[src/rtl/mem_arb_pkg.sv]
// Shared types and constants for the two-requester memory read arbiter.
package mem_arb_pkg;

  localparam int NUM_REQ          = 2;
  localparam int READ_LATENCY_DEF = 2;

  typedef logic req_id_t;

  typedef struct packed {
    logic    valid;
    req_id_t id;
  } tag_t;

endpackage

[src/rtl/mem_read_arbiter_read_tag_pipe.sv]
// Delay line of {valid, requester id} that tracks reads in flight through the memory.
module read_tag_pipe
  import mem_arb_pkg::*;
#(
  parameter int DEPTH = READ_LATENCY_DEF
) (
  input  logic clk,
  input  logic rst,
  input  tag_t i_tag,
  output tag_t o_tag
);

  tag_t r_stage [DEPTH];

  always_ff @(posedge clk) begin
    // NOTE: every stage is reset, unlike a data RAM: a stale valid tag would emit a bogus response.
    if (rst) begin
      for (int k = 0; k < DEPTH; k++) r_stage[k] <= '0;
    end else begin
      r_stage[0] <= i_tag;
      for (int k = 1; k < DEPTH; k++) r_stage[k] <= r_stage[k-1];
    end
  end

  assign o_tag = r_stage[DEPTH-1];

endmodule

[src/rtl/mem_read_arbiter.sv]
// Round-robin arbiter sharing one fixed-latency memory read port between two requesters.
module mem_read_arbiter
  import mem_arb_pkg::*;
#(
  parameter int ADDR_WIDTH   = 8,
  parameter int DATA_WIDTH   = 8,
  parameter int READ_LATENCY = READ_LATENCY_DEF  // legal range 1..8
) (
  input  logic                                 clk,
  input  logic                                 rst,
  input  logic [NUM_REQ-1:0]                   req_valid,
  input  logic [NUM_REQ-1:0][ADDR_WIDTH-1:0]   req_addr,
  output logic [NUM_REQ-1:0]                   req_ready,
  output logic [NUM_REQ-1:0]                   rsp_valid,
  output logic [NUM_REQ-1:0][DATA_WIDTH-1:0]   rsp_data,
  output logic [ADDR_WIDTH-1:0]                mem_addr,
  input  logic [DATA_WIDTH-1:0]                mem_data
);

  logic [NUM_REQ-1:0]                 w_grant;
  req_id_t                            w_grant_id;
  logic                               w_accept;
  tag_t                               w_tag_in;
  tag_t                               w_tag_out;

  req_id_t                            r_last_grant;
  logic [ADDR_WIDTH-1:0]              r_mem_addr;
  logic [NUM_REQ-1:0]                 r_rsp_valid;
  logic [NUM_REQ-1:0][DATA_WIDTH-1:0] r_rsp_hold;

  always_comb begin
    // NOTE: default assignment first so no path leaves w_grant unassigned (no latch).
    w_grant = '0;
    if (!rst) begin
      if (&req_valid) begin
        if (r_last_grant == 1'b1) w_grant = 2'b01;
        else                      w_grant = 2'b10;
      end else begin
        w_grant = req_valid;
      end
    end
  end

  assign w_accept   = |w_grant;
  assign w_grant_id = w_grant[1];
  assign w_tag_in   = '{valid: w_accept, id: w_grant_id};
  assign req_ready  = w_grant;

  read_tag_pipe #(
    .DEPTH (READ_LATENCY)
  ) u_tag_pipe (
    .clk   (clk),
    .rst   (rst),
    .i_tag (w_tag_in),
    .o_tag (w_tag_out)
  );

  always_ff @(posedge clk) begin
    // NOTE: non-blocking assignments so every register samples pre-edge values.
    if (rst) begin
      r_last_grant <= 1'b1;
      r_mem_addr   <= '0;
      r_rsp_valid  <= '0;
      r_rsp_hold   <= '0;
    end else begin
      if (w_accept) begin
        r_mem_addr   <= req_addr[w_grant_id];
        r_last_grant <= w_grant_id;
      end
      r_rsp_valid <= '0;
      if (w_tag_out.valid) r_rsp_valid[w_tag_out.id] <= 1'b1;
      for (int i = 0; i < NUM_REQ; i++) begin
        if (r_rsp_valid[i]) r_rsp_hold[i] <= mem_data;
      end
    end
  end

  // Memory data is live only in the response cycle; otherwise the captured copy is shown.
  always_comb begin
    rsp_data = r_rsp_hold;
    for (int i = 0; i < NUM_REQ; i++) begin
      if (r_rsp_valid[i]) rsp_data[i] = mem_data;
    end
  end

  assign rsp_valid = r_rsp_valid;
  assign mem_addr  = r_mem_addr;

endmodule

[config.mk]
export PLATFORM = sky130hd
export DESIGN_NAME = mem_read_arbiter
export DESIGN_NICKNAME = d
export VERILOG_FILES = /design/src/rtl/mem_arb_pkg.sv /design/src/rtl/mem_read_arbiter_read_tag_pipe.sv /design/src/rtl/mem_read_arbiter.sv
export SDC_FILE = /design/constraint.sdc
export NUM_CORES = 1
export LEC_CHECK = 0
export ABC_AREA = 1
export ABC_CLOCK_PERIOD_IN_PS = 1200
export BUFFER_PORTS_ARGS = -buffer_cell sky130_fd_sc_hd__buf_2
export CORE_ASPECT_RATIO = 0.7
export CORE_MARGIN = 1.5
export CORE_UTILIZATION = 46
export CTS_CLUSTER_SIZE = 16
export DETAILED_ROUTE_END_ITERATION = 8
export PLACE_DENSITY = 0.84
export REMOVE_ABC_BUFFERS = 1
export SLEW_MARGIN = 20
export SYNTH_ARGS = -nofsm -noshare
export SYNTH_HDL_FRONTEND = slang
export SYNTH_HIERARCHICAL = 1
export SYNTH_SLANG_ARGS = --single-unit
[constraint.sdc]
create_clock -name clk -period 1.2 [get_ports clk]
set_clock_uncertainty 0.2 [all_clocks]
set_input_delay 0.24 -clock clk [delete_from_list [all_inputs] [get_ports clk]]
set_output_delay 0.24 -clock clk [all_outputs]
set_load 0.1 [all_outputs]
==> results.json, run 1 <==
{
  "synth_top_area_frac": 0.472,
  "ys_seq_area_frac": 0.472,
  "synth-main-ff-cell": "dfxtp_1",
  "synth_edf_count": 0,
  "status": "did not finish",
  "async_reset_ff_frac": 0,
  "cts_max_level": 2,
  "initial_core_util": 0.507,
  "synth_seq_cells": 31,
  "ctsResizeCount": 80,
  "synthDistinctLibCells": 16,
  "die_h_um": 47.7,
  "post-cts-setup-buffers": 4,
  "clock_path_buffers": 2,
  "cts_buffers": 5,
  "routabilityCongestion": 0.897,
  "dp_hpwl_um": 2840,
  "syn_inst": 185,
  "haltStage": "clock tree synthesis (4_1_cts)",
  "ys_top_cells_by_count": "nand2_1, dfxtp_1, inv_1",
  "ys.warnings.count": 6,
  "yosys-top-cells-area": "dfxtp_1, nand2_1, a21oi_1",
  "synth_area_um2": 1310,
  "synth_top_cell_by_area": "dfxtp_1",
  "tool.error": "[ERROR DPL-0033] detailed placement checks failed during check placement.",
  "io_buffer_count": 55,
  "ioPinCount": 56,
  "synth_area_per_cell_um2": 7.10,
  "holdBufCountCts": 0,
  "rows": 15,
  "cts-root-buf": "clkbuf_8",
  "dp_worst_setup_slack_ns": -0.194,
  "cts_sinks": 31,
  "yosysMostFrequentCell": "nand2_1",
  "die_w_um": 66.9
}
[through the flow]
step	std cells	instance area, um^2	util	TNS, ns	hold WS [ns]
after detailed placement	290	2190	0.846	-3.21	0.209
after floorplan	176	1250	-	-37.35	0.109
after global placement	290	2190	0.846	-2.41	0.191
[kinds of logic after synthesis]
group,synth area share
buffers and inverters,0.123
flip-flops,0.472
AO/OA/AOI/OAI,0.111
AND/OR/NAND/NOR,0.293
==> run 2, diff against run 1 <==
- CORE_AREA: not set -> 2 2 63 65
- CORE_ASPECT_RATIO: 0.7 -> not set
- CORE_MARGIN: 1.5 -> not set
- CORE_UTILIZATION: 46 -> not set
- CTS_CLUSTER_SIZE: 16 -> not set
- DIE_AREA: not set -> 0 0 65 67
- PLACE_DENSITY: 0.84 -> not set
- PLACE_DENSITY_LB_ADDON: not set -> 0.15
==> run 2 against run 1 <==
The flow now finishes, with violations (setup timing). Synthesized area unchanged. Synthesized cell count unchanged.
==> results.json, run 2 <==
{
  "overflow": 0,
  "final_cells": 321,
  "worst_pin_slew_ns": 0.187,
  "clkLatencyLatePin_ns": 0.27,
  "syn_inst": 185,
  "path_buf_inv": 2,
  "drt_wl_total_um": 3770,
  "required_ns": 0.76,
  "p_per_area_nw_per_um2": 982,
  "ioPinCount": 56,
  "cp-start-kind": "flip-flop",
  "pwr-share-comb": 0.266,
  "crit_type": "reg2out",
  "pwr-share-seq": 0.431,
  "rows": 22,
  "r2r-end": "mem_addr[3]$_SDFFE_PP0P_",
  "clkTransAtPathRegs_ns": 0.06,
  "rr_worst_depth": 7,
  "power.share.clock": 0.302,
  "synth-compound-area-share": 0.111,
  "cpMaxStageDelayCell": "dfxtp_4",
  "routabilityCongestion": 0.854,
  "r2r_slack_ns": 0.01,
  "drive_gt1_frac": 0.575,
  "violations": "setup timing",
  "ys_seq_area_frac": 0.472,
  "grt_max_degree": 18,
  "relSlewSlack": 0.875,
  "die_area_um2": 4360,
  "yosys.area_share.simple": 0.293,
  "regArea_um2": 642,
  "synth_area_um2": 1310,
  "cp_cell_sequence": "buf_6, nand2_1, nand2_2, buf_12",
  "synth-main-ff-cell": "dfxtp_1",
  "largest_reg_flops": 16,
  "yosysMostFrequentCell": "nand2_1",
  "ys.warnings.count": 6,
  "dp_hpwl_um": 2660,
  "synth_edf_count": 0,
  "grt_usage": 0.186,
  "dp_worst_setup_slack_ns": -0.177,
  "fin_crit_ns": 1.59,
  "nets": 300,
  "leakagePower_nw": 1.25,
  "hp-start": "req_addr[4]",
  "grt_pass1_wl_um": 6230,
  "io_buffer_count": 55,
  "slowest_delay_ns": 0.38,
  "holdPathStages": 5,
  "cts-root-buf": "clkbuf_8",
  "first_global_vias": 1461,
  "cts_max_level": 2,
  "cts_tree": "done",
  "async_reset_ff_frac": 0,
  "synth_top_family_by_area": "simple AND/OR/NAND/NOR gates",
  "cts_buffers": 5,
  "num-fill-cells": 276,
  "synthDistinctLibCells": 16,
  "holdBufCountCts": 0,
  "viasPerCell": 4.52,
  "final-hold-violation-count": 0,
  "drc": 0,
  "fmax_mhz": 630,
  "syn_to_final_growth_pct": 96.8,
  "cts_sinks": 31,
  "antenna_found_initial": 0,
  "rsz0062_at_grt": "yes",
  "dp.cells": 308,
  "multi_input_area_um2": 704,
  "wire_per_inst_um": 11.7,
  "p_sw_frac": 0.322,
  "die_w_um": 65,
  "ir_drop_uv": 841,
  "diodes": 0,
  "yosys-top-cells-area": "dfxtp_1, nand2_1, a21oi_1",
  "vias": 1451,
  "fin_crit_sh": 1.32,
  "cap_viol_max_count": 0,
  "synth_seq_cells": 31,
  "mostFrequentLayoutCells": "nand2_1, buf_12, nand2_2, buf_2, buf_4",
  "drtPass1Iterations": 4,
  "initial_core_util": 0.364,
  "synth_top_cell_by_area": "dfxtp_1",
  "drt_iter0_markers": 36,
  "holdPathEnd": "mem_addr[4]$_SDFFE_PP0P_",
  "p_sw_mw": 0.818,
  "synthMuxAreaShare": 0,
  "ys_top_cells_by_count": "nand2_1, dfxtp_1, inv_1",
  "crit_path_end_kind": "primary output",
  "synth_area_per_cell_um2": 7.10,
  "synth_xor_xnor_area_share": 0,
  "largest-register": "r_rsp_hold",
  "synth_top_area_frac": 0.472,
  "ant_nets": 0,
  "critical-path-top-delay-family": "flip-flops",
  "die_h_um": 67,
  "layout_commonest_cell": "nand2_1",
  "rr_startpoint": "r_last_grant$_SDFFE_PP1P_",
  "power.internal_mw": 1.72,
  "status": "complete, but fails checks",
  "critical_path_arrival_ns": 1.15,
  "drv_slew": 0,
  "setup_viol": 28,
  "core_area_um2": 3610,
  "cp_max_fo": 5,
  "layout_setup_ws_ns": -0.387,
  "clock_path_buffers": 2,
  "synthAdderAreaFrac": 0,
  "hp-class": "in2reg"
}
## run 2: cell counts after synthesis
No cell type changed its count.
## run 2: logic make-up after synthesis
| kind of cell | Yosys count |
|---|---|
| buffers and inverters | 36 |
| and+or+nand+nor | 91 |
| AOI/OAI and AO/OA | 27 |
| DFF | 31 |
## run 2: worst max-delay path by stage
stage | start | to | slack [ns] | depth (start not counted)
floorplan | rsp_valid[0]$_SDFF_PP0_ | rsp_data[0] | -1.28 | 3
global placement | rsp_valid[0]$_SDFF_PP0_ | rsp_data[6] | -0.15 | 4
detailed placement | rsp_valid[0]$_SDFF_PP0_ | rsp_data[7] | -0.18 | 4
CTS | rsp_valid[0]$_SDFF_PP0_ | rsp_data[0] | -0.35 | 4
global route | rsp_valid[1]$_SDFF_PP0_ | rsp_data[12] | -0.43 | 4
finish | rsp_valid[1]$_SDFF_PP0_ | rsp_data[11] | -0.39 | 4
## run 2: final cells by class
class,instances,area share
clock buffers,7,0.0295
multi-input cells,118,0.273
clock inverters,1,0.00194
repair buffers,89,0.382
flip-flops and latches,31,0.248
well taps,48,0.0232
inverters,27,0.0421
## run 2: stage by stage
| step | util | hold slack (ns) | instance area (um^2) | setup TNS, ns | total power [mW] |
|---|---|---|---|---|---|
| 5_1_grt | 0.717 | 0.0329 | 2580 | -8.40 | 2.66 |
| 3_5_place_dp | 0.618 | 0.198 | 2230 | -3.04 | 1.75 |
| 3_3_place_gp | 0.618 | 0.194 | 2230 | -2.60 | 1.74 |
| 4_1_cts | 0.681 | 0.0379 | 2450 | -6.97 | 2.53 |
| 6_report | 0.717 | 0.0432 | 2580 | -6.94 | 2.54 |
| 2_1_floorplan | - | 0.109 | 1250 | -37.35 | 1.46 |
## run 2: tightest hold or removal path, stage by stage
cell,delay (ns)
buf_2,0.07
nand2_1,0.04
nand3_1,0.05
nand2_1,0.05
inv_1,0.04
## run 2: layer usage
| metal | part of all wire | GRT usage | routed length [um] |
|---|---|---|---|
| met1 | 0.40 | 0.188 | 1510 |
| met2 | 0.53 | 0.360 | 2000 |
| met3 | 0.061 | 0.0625 | 228 |
| met4 | 0.0080 | 0.0532 | 30 |
| met5 | 0 | 0 | 0 |
## run 2: power by group through the flow
stage               combinational, mW  clock, mW  sequential [mW]
global placement                0.628          0             1.12
CTS                             0.653      0.783             1.10
global route                    0.716      0.847             1.10
finish                          0.676      0.768             1.10
floorplan                       0.195          0             1.26
detailed placement              0.631          0             1.12
## run 2: repair_timing
| action | in CTS | in global routing |
|---|---|---|
| gates cloned | 2 | 0 |
| endpoints found under the setup margin | 28 | 36 |
| buffers inserted | 2 | 3 |
| resized for setup | 55 | 32 |
| pin swaps | 23 | 10 |
Note: power is estimated with default switching activity, not from simulation.
